==> config.mk <==
export PLATFORM = sky130hd
export DESIGN_NAME = operand_stage
export DESIGN_NICKNAME = d
export VERILOG_FILES = /design/src/rtl/operand_stage_pkg.sv /design/src/rtl/operand_stage_reg_file.sv /design/src/rtl/operand_stage.sv
export SDC_FILE = /design/constraint.sdc
export NUM_CORES = 2
export LEC_CHECK = 0
export CAP_MARGIN = 30
export CORE_ASPECT_RATIO = 0.8
export CORE_MARGIN = 2
export CORE_UTILIZATION = 60
export CTS_BUF_LIST = sky130_fd_sc_hd__clkbuf_8
export DETAILED_ROUTE_END_ITERATION = 8
export HOLD_SLACK_MARGIN = 0.15
export PLACE_DENSITY = 0.83
export REMOVE_ABC_BUFFERS = 1
export SLEW_MARGIN = 10
export SYNTH_ARGS = -nofsm -noshare
export SYNTH_HDL_FRONTEND = slang
export SYNTH_SLANG_ARGS = --single-unit
==> constraint.sdc <==
create_clock -name i_clk -period 6.1 [get_ports i_clk]
set_clock_uncertainty 0.1 [all_clocks]
set_input_delay 1.83 -clock i_clk [delete_from_list [all_inputs] [get_ports i_clk]]
set_output_delay 1.83 -clock i_clk [all_outputs]
set_load 0.005 [all_outputs]
==> src/rtl/operand_stage_pkg.sv <==
// Shared widths, operand-bundle type and helpers for the RV32 operand stage.
// Also the home of the ALU_OP encodings that alu_control decodes.
package operand_stage_pkg;

  localparam int unsigned XLEN     = 32;
  localparam int unsigned NREG     = 32;
  localparam int unsigned REG_AW   = $clog2(NREG);
  localparam int unsigned ALU_OP_W = 2;
  localparam int unsigned FUNC_W   = 6;

  typedef enum logic [ALU_OP_W-1:0] {
    AluOpLoadStore = 2'b00,
    AluOpBranch    = 2'b01,
    AluOpRtype     = 2'b10,
    AluOpItype     = 2'b11
  } alu_op_e;

  // Contents of the output register toward the ALU.
  typedef struct packed {
    logic [XLEN-1:0]     a;
    logic [XLEN-1:0]     b;
    logic [REG_AW-1:0]   rd;
    logic                rd_we;
    logic [ALU_OP_W-1:0] alu_op;
    logic [FUNC_W-1:0]   func_code;
  } op_bundle_t;

  // x0 is hardwired, so it never takes part in hazards or writes.
  function automatic logic live_idx(input logic [REG_AW-1:0] idx);
    return idx != '0;
  endfunction

endpackage

==> src/rtl/operand_stage_reg_file.sv <==
// Integer register file: NREG x XLEN, two combinational read ports, one write port.
// x0 reads as zero; a same-cycle write is forwarded to the read ports.
module operand_stage_reg_file
  import operand_stage_pkg::*;
(
  input  logic              i_clk,
  input  logic              i_rst_n,
  input  logic [REG_AW-1:0] i_ra1,
  input  logic [REG_AW-1:0] i_ra2,
  output logic [XLEN-1:0]   o_rd1,
  output logic [XLEN-1:0]   o_rd2,
  input  logic              i_we,
  input  logic [REG_AW-1:0] i_wa,
  input  logic [XLEN-1:0]   i_wd
);

  logic [XLEN-1:0] r_mem [NREG];

  always_ff @(posedge i_clk or negedge i_rst_n) begin
    if (!i_rst_n) begin
      for (int i = 0; i < NREG; i++) begin
        r_mem[i] <= '0;
      end
    end else if (i_we && live_idx(i_wa)) begin
      r_mem[i_wa] <= i_wd;
    end
  end

  always_comb begin
    o_rd1 = r_mem[i_ra1];
    if (!live_idx(i_ra1)) begin
      o_rd1 = '0;
    end else if (i_we && i_wa == i_ra1) begin
      o_rd1 = i_wd;
    end
  end

  always_comb begin
    o_rd2 = r_mem[i_ra2];
    if (!live_idx(i_ra2)) begin
      o_rd2 = '0;
    end else if (i_we && i_wa == i_ra2) begin
      o_rd2 = i_wd;
    end
  end

endmodule

==> src/rtl/operand_stage.sv <==
// Decode-to-execute operand stage: register read, busy-bit scoreboard with RAW/WAW stall,
// and a single valid/ready output register feeding the ALU.
module operand_stage
  import operand_stage_pkg::*;
(
  input  logic                i_clk,
  input  logic                i_rst_n,
  input  logic                i_valid,
  output logic                o_ready,
  input  logic [REG_AW-1:0]   i_rs1,
  input  logic [REG_AW-1:0]   i_rs2,
  input  logic [REG_AW-1:0]   i_rd,
  input  logic                i_rd_we,
  input  logic [XLEN-1:0]     i_imm,
  input  logic                i_use_imm,
  input  logic [ALU_OP_W-1:0] i_alu_op,
  input  logic [FUNC_W-1:0]   i_func_code,
  input  logic                i_flush,
  output logic                o_valid,
  input  logic                i_ready,
  output logic [XLEN-1:0]     o_a,
  output logic [XLEN-1:0]     o_b,
  output logic [REG_AW-1:0]   o_rd,
  output logic                o_rd_we,
  output logic [ALU_OP_W-1:0] o_alu_op,
  output logic [FUNC_W-1:0]   o_func_code,
  input  logic                i_wb_en,
  input  logic [REG_AW-1:0]   i_wb_addr,
  input  logic [XLEN-1:0]     i_wb_data
);

  logic [XLEN-1:0] w_rs1_val;
  logic [XLEN-1:0] w_rs2_val;
  logic [NREG-1:0] r_busy;
  logic [NREG-1:0] w_busy_clr;
  logic [NREG-1:0] w_busy_eff;
  logic [NREG-1:0] w_busy_d;
  logic            w_hazard;
  logic            w_accept;
  logic            r_valid;
  op_bundle_t      r_out;

  operand_stage_reg_file u_reg_file (
    .i_clk   (i_clk),
    .i_rst_n (i_rst_n),
    .i_ra1   (i_rs1),
    .i_ra2   (i_rs2),
    .o_rd1   (w_rs1_val),
    .o_rd2   (w_rs2_val),
    .i_we    (i_wb_en),
    .i_wa    (i_wb_addr),
    .i_wd    (i_wb_data)
  );

  always_comb begin
    w_busy_clr = '0;
    if (i_wb_en) begin
      w_busy_clr[i_wb_addr] = 1'b1;
    end
  end

  // A writeback landing this cycle releases its register in time for the issuing instruction.
  assign w_busy_eff = r_busy & ~w_busy_clr;

  assign w_hazard = (live_idx(i_rs1) && w_busy_eff[i_rs1])
                  || (!i_use_imm && live_idx(i_rs2) && w_busy_eff[i_rs2])
                  || (i_rd_we && live_idx(i_rd) && w_busy_eff[i_rd]);

  assign o_ready  = !w_hazard && !i_flush && (!r_valid || i_ready);
  assign w_accept = i_valid && o_ready;

  // Order matters: clears first, then the accepting instruction's set wins.
  always_comb begin
    w_busy_d = w_busy_eff;
    if (i_flush && r_valid && r_out.rd_we && live_idx(r_out.rd)) begin
      w_busy_d[r_out.rd] = 1'b0;
    end
    if (w_accept && i_rd_we && live_idx(i_rd)) begin
      w_busy_d[i_rd] = 1'b1;
    end
  end

  always_ff @(posedge i_clk or negedge i_rst_n) begin
    if (!i_rst_n) begin
      r_busy  <= '0;
      r_valid <= 1'b0;
      r_out   <= '0;
    end else begin
      r_busy <= w_busy_d;
      if (w_accept) begin
        r_valid <= 1'b1;
        r_out   <= '{a:         w_rs1_val,
                     b:         i_use_imm ? i_imm : w_rs2_val,
                     rd:        i_rd,
                     rd_we:     i_rd_we,
                     alu_op:    i_alu_op,
                     func_code: i_func_code};
      end else if (i_flush || i_ready) begin
        r_valid <= 1'b0;
      end
    end
  end

  assign o_valid     = r_valid;
  assign o_a         = r_out.a;
  assign o_b         = r_out.b;
  assign o_rd        = r_out.rd;
  assign o_rd_we     = r_out.rd_we;
  assign o_alu_op    = r_out.alu_op;
  assign o_func_code = r_out.func_code;

endmodule

# Word level (Yosys, flattened, before mapping)
# Cells that the tools add are included.
# totals
output_inout_bits	80
input_bits	100
reg_bits	1135
elab_cells	127
# classes
reduce_logical	34
n_mux	31
magnitude_cmp	12
n_bitwise	8
n_eq_ne	2
# op_table
cell	n
1024-bit bitwise mux	1
32-bit 2-to-1 mux	13
32-bit binary-select mux with 5-bit select	2
32-bit demux with 5-bit select	1
32-bit bitwise AND	2
32-bit NOT	2
32-bit bitwise OR	1
5-bit by 6-bit < comparator with 1-bit output (second input constant)	5
5-bit nonzero test	5
1-bit logical AND	20
6-bit greater-or-equal comparator (second input constant)	3
5-bit NOT with 6-bit output	3
1-bit binary-select mux with 5-bit select	3
1-bit demux with 5-bit select	3
5-bit by 1-bit greater-or-equal comparator with 1-bit output (second input constant)	3
5-bit equality test	2
1-bit 2-to-1 mux	8
6-bit by 1-bit < comparator with 1-bit output (second input constant)	1
1-bit zero test	4
1-bit logical OR	4
2-bit nonzero test	1

# Longest topological paths before layout
# depth
word_depth	19
mapped_depth	13
ltp_nobuf	8

# By module
# From an unflattened synthesis, not the netlist that was laid out.
# hier_totals
hier_cells	4310
hier_area_um2	61164.9
# by_module_without_submodules
mod	instances	cells_per_inst	area_each_um2
operand_stage_reg_file	1	3712	54777.5
operand_stage	1	598	6387.4

# Worst setup path before layout
# OpenSTA, ideal clock, no wires.
# synth_timing
kind	input to output
start	input i_wb_addr[1]
end	output o_ready
stages	9
required_ns	4.170
slack_ns	0.523
path_buffers	1
arrival_ns	3.647
path_cell_list	buf_2 or2_2 o21ai_0 nand3_1 a21oi_1 or4_1 or4_4 nand2_1 nor2_1
# synth_via
elab_chain_len	15
# synth_rtl
item	line	rtl
start, declared	operand_stage.sv:28	input logic [REG_AW-1:0] i_wb_addr,
5-bit by 6-bit < comparator with 1-bit output (implied by the code) or 5-bit by 1-bit greater-or-equal comparator with 1-bit output (tied branches)	operand_stage.sv:58	w_busy_clr[i_wb_addr] = 1'b1;
1-bit logical AND (implied by the code)	operand_stage.sv:58	
1-bit 2-to-1 mux (implied by the code)	operand_stage.sv:58	
1-bit demux with 5-bit select (*)	operand_stage.sv:58	
32-bit 2-to-1 mux (*)	operand_stage.sv:57	if (i_wb_en) begin
32-bit NOT (*)	operand_stage.sv:63	assign w_busy_eff = r_busy & ~w_busy_clr;
32-bit bitwise AND (*)	operand_stage.sv:63	
1-bit binary-select mux with 5-bit select (on tied branches)	operand_stage.sv:65, operand_stage.sv:66	
1-bit 2-to-1 mux (on tied branches)	operand_stage.sv:65, operand_stage.sv:66	
1-bit logical AND (on tied branches)	operand_stage.sv:65, operand_stage.sv:66	
1-bit logical OR	operand_stage.sv:66	|| (!i_use_imm && live_idx(i_rs2) && w_busy_eff[i_rs2])
1-bit logical OR (*)	operand_stage.sv:67	|| (i_rd_we && live_idx(i_rd) && w_busy_eff[i_rd]);
1-bit zero test (*)	operand_stage.sv:69	assign o_ready = !w_hazard && !i_flush && (!r_valid || i_ready);
1-bit logical AND (*) (2 in a row)	operand_stage.sv:69	
end, declared	operand_stage.sv:9	output logic o_ready,
# Every way passes the cells marked *; elsewhere a longest branch is shown, timed or not. The select of a mux whose other input is x is not followed.

# Final worst setup path
# layout_timing
start	input i_rd[0]
end	output o_ready
# layout_via
elab_chain_len	7
# layout_rtl
item	line	rtl
start, declared	operand_stage.sv:12	input logic [REG_AW-1:0] i_rd,
1-bit binary-select mux with 5-bit select or 5-bit nonzero test (tied branches)	operand_stage.sv:67, operand_stage_pkg.sv:30	
1-bit 2-to-1 mux (implied by the code) or 1-bit logical AND (tied branches)	operand_stage.sv:67	
1-bit logical AND (*)	operand_stage.sv:67	
1-bit logical OR (*)	operand_stage.sv:67	
1-bit zero test (*)	operand_stage.sv:69	
1-bit logical AND (*) (2 in a row)	operand_stage.sv:69	
# Marks and branches as above.

==> impl_metrics.yaml <==
critical_path:
  critPathRequiredTime_ns: 4.17
  worstPathArrival_ns: 4.13
  critical_path_class: "in -> out"
  path_max_fanout: 5
  startpoint_type: "primary input"
  cp-end-kind: "output pin"
  rr_worst_depth: 11
global_route:
  use_met1: 0.5127
  use_met3: 0.09695
  first_global_vias: 45090
  top_usage_layer: "met2"
  grt_max_degree: 123
  grt-ovfl-total: 0
  grt_pass1_wl_mm: 289.5
  antenna_found_initial: 7
  grtUsageMet2: 0.5432
  globalRouteTotalUtil: 0.3678
status:
  status: "finished, final reports clean"
sta:
  tns_ns: 0
  clock.fmax_ghz: 0.1651
  timing.final.crit_share: 0.9927
  drv_slew: 0
  hold_ws_ns: 0.3021
  fin_ws_ns: 0.04446
  worstMarginPinSlew_ns: 1.020
  period_needed_ns: 6.056
  slew_headroom: 0.3198
  setup_viol: 0
  finalHoldViolations: 0
placement:
  placed_cells: 5877
  portBuffers: 179
  postPlaceCellArea_um2: 65680
  place_ws_ns: -0.8198
  gp_congestion: 0.9334
  dpl.hpwl_mm: 111.5
pwr:
  powerDensity_nw_per_um2: 310.0
  power_switching_mw: 6.338
  max-vdd-ir-drop_mv: 0.2396
  sequentialPowerShare: 0.469
  pwr-share-comb: 0.229
  power_mw: 21.64
  p_int_mw: 15.30
  power.clock.fraction: 0.302
  leakagePower_nw: 30.43
  power_switching_share: 0.2929
detailed_routing:
  totalWireLength_mm: 192.4
  initialDrtViolationCount: 5526
  firstDrtPassIters: 6
  route.detailed.drc: 0
  postRouteAntennaNets: 0
  vias_per_cell: 7.139
  routed-via-count: 44400
  wl_per_cell_um: 30.94
finish:
  final_area_um2: 69780
  fin_nets: 4858
  syn_to_final_growth_pct: 13.78
  drive_above_1_share: 0.4273
  final_cells: 6219
  fin_util: 0.6911
flow_run:
  max_cap_violations: 0
synth:
  synth.cell_area_um2: 61330
  synth-async-reset-ratio: 1.000
  ys_warn_count: 0
  synth_seq_cells: 1135
  synth_flop_cell: "dfrtp_1"
  synthCells: 4576
  seq_area_frac_synth: 0.4631
  synth_cell_type_count: 71
  synth-edff-count: 0
  syn_area_per_cell_um2: 13.40
floorplan:
  die_area_um2: 104800
  initial_core_util: 0.6074
  row_count: 104
  die_h_um: 290.0
  io_pins: 180
  coreArea_um2: 101000
  die_w_um: 361.5
cts:
  insertion_delay_ns: 0.91
  cts_tree: "done"
  cts_buffers: 179
  cts_buffer_depth: 3
  htree_levels: 4
  cts_root_buf: "clkbuf_8"
  cts.clk_slew.worst_paths_ns: 0.06
  cts_sinks: 1135
worst_hold_path:
  min_path_type: "reg -> reg"
  hold_depth: 0
## Yosys cell counts (5+ instances only)
cell type / count / area [µm²]
nand3_1: 29 / 145.1
nand2b_1: 5 / 31.28
a311oi_1: 13 / 113.9
o2111ai_1: 5 / 43.79
nand2_1: 63 / 236.5
o21a_1: 13 / 97.59
o21ai_1: 9 / 45.04
o32ai_1: 5 / 43.79
buf_6: 9 / 101.4
o31ai_1: 25 / 187.7
dfrtp_1: 1135 / 28400
buf_2: 61 / 305.3
o221ai_1: 6 / 52.55
o211ai_1: 39 / 292.8
nor3b_1: 10 / 75.07
inv_1: 12 / 45.04
buf_4: 7 / 52.55
clkbuf_1: 301 / 1130
nor2_1: 177 / 664.4
buf_1: 113 / 424.2
a32o_1: 12 / 120.1
and3_1: 5 / 31.28
mux2_2: 1069 / 12040
nor2b_1: 9 / 56.30
mux4_2: 344 / 7747
mux2i_1: 337 / 3373
nand3b_1: 7 / 52.55
o21ai_0: 210 / 1051
mux2_1: 68 / 765.7
xor2_1: 10 / 87.58
a211oi_1: 13 / 97.59
a22oi_1: 132 / 991.0
a221oi_1: 129 / 1130
o21bai_1: 21 / 157.7
or2_2: 5 / 31.28
a21oi_1: 104 / 520.5
## what timing repair did
item / 4_1_cts / 5_1_grt
setup endpoints to repair: 1 / 1
hold buffers: 0 / 0
pin swaps: 12 / 16
gates resized for setup: 58 / 35
buffers inserted: 12 / 4
## final cells by class
type / count / area [µm²]
diodes: 1 / 2.502
flip-flops and latches: 1135 / 28400
clock inverters: 95 / 525.5
inverters: 14 / 56.30
clock buffers: 221 / 3042
well taps: 1325 / 1658
fillers: 6868 / 31190
repair buffers: 493 / 4812
multi-input cells: 2935 / 31290
## logic make-up (layout without fill, tap and decap cells)
kind of cell / after synthesis / in the layout / share of synthesized area
and+or+nand+nor: 349 / 349 / 0.02795
other: 0 / 1 / 0
xor gates and xnor gates: 12 / 12 / 0.001714
DFF: 1135 / 1135 / 0.4631
muxes: 1818 / 1818 / 0.3901
buffers and inverters: 506 / 823 / 0.03380
AOI/OAI and AO/OA: 756 / 756 / 0.08339
## power by group through the flow
stage                     logic [mW]  clock network (mW)  registers (mW)
after floorplan                 3.08                   0            9.86
after global placement          4.68                   0            10.1
final                           4.95                6.54            10.1
after global routing            5.29                6.93            10.3
after detailed placement        4.85                   0            10.2
after CTS                       4.90                6.59            10.1
## final timing paths
path / from / endpoint / slack [ns]
max reg2reg: r_busy[22] / o_b[15] / 2.73
max: i_rd[0] / o_ready / 0.04
min reg2reg: u_reg_file.r_mem[1003] / u_reg_file.r_mem[1003] / 0.30
min: u_reg_file.r_mem[1003] / u_reg_file.r_mem[1003] / 0.30
min in group asynchronous: i_rst_n / u_reg_file.r_mem[411] / 0.89
max in group asynchronous: i_rst_n / u_reg_file.r_mem[138] / 3.74
## state kept, by name, summed over array words and instances, names as in the netlist
signal,cells
o_a,32
o_alu_op,2
o_b,32
o_func_code,6
o_rd,5
o_rd_we,1
o_valid,1
r_busy,32
u_reg_file.r_mem,1024
## cells in the final DEF (no fill, tap or decap), types with 5 or more instances in the layout
cell	netlist	routed
a211oi_1	13	12
clkinvlp_4	0	6
nor3b_1	10	10
a311oi_1	13	13
mux2_2	1069	1069
a32o_1	12	12
o21ai_0	210	199
nand3_1	29	28
nor2_1	177	153
nand2_1	63	51
xor2_1	10	8
clkbuf_8	0	221
a22oi_1	132	132
a221oi_1	129	128
mux2i_1	337	336
mux4_2	344	344
clkinv_2	0	18
buf_8	0	23
o21ai_2	1	11
nor2_4	0	23
dfrtp_1	1135	1135
o221ai_1	6	6
a21oi_1	104	104
o211ai_1	39	39
buf_4	7	253
inv_1	12	70
nand2_2	1	12
nor2b_1	9	6
clkdlybuf4s50_1	0	157
buf_12	0	35
nand3b_1	7	7
buf_6	9	9
o21ai_1	9	9
mux2_1	68	68
buf_2	61	5
o31ai_1	25	24
o21bai_1	21	21
o21a_1	13	12
## worst max-delay path: stages
cell	delay, ns
dlygate4sd2_1	0.24
buf_6	0.14
mux4_2	0.36
o31ai_4	0.07
nand2_1	0.09
nand3_2	0.09
or4_1	0.52
or4_4	0.53
nand2_2	0.09
nor2_2	0.03
buf_2	0.13
## metal layers
| metal | share of wire | wire length (µm) | vias to the layer above |
|---|---|---|---|
| li1 | - | - | 17940 |
| met1 | 0.40 | 76730 | 23160 |
| met2 | 0.45 | 86150 | 2694 |
| met3 | 0.11 | 20340 | 596 |
| met4 | 0.047 | 9030 | 10 |
| met5 | 0.00085 | 164 | - |
Note: power is estimated with default switching activity, not from simulation.
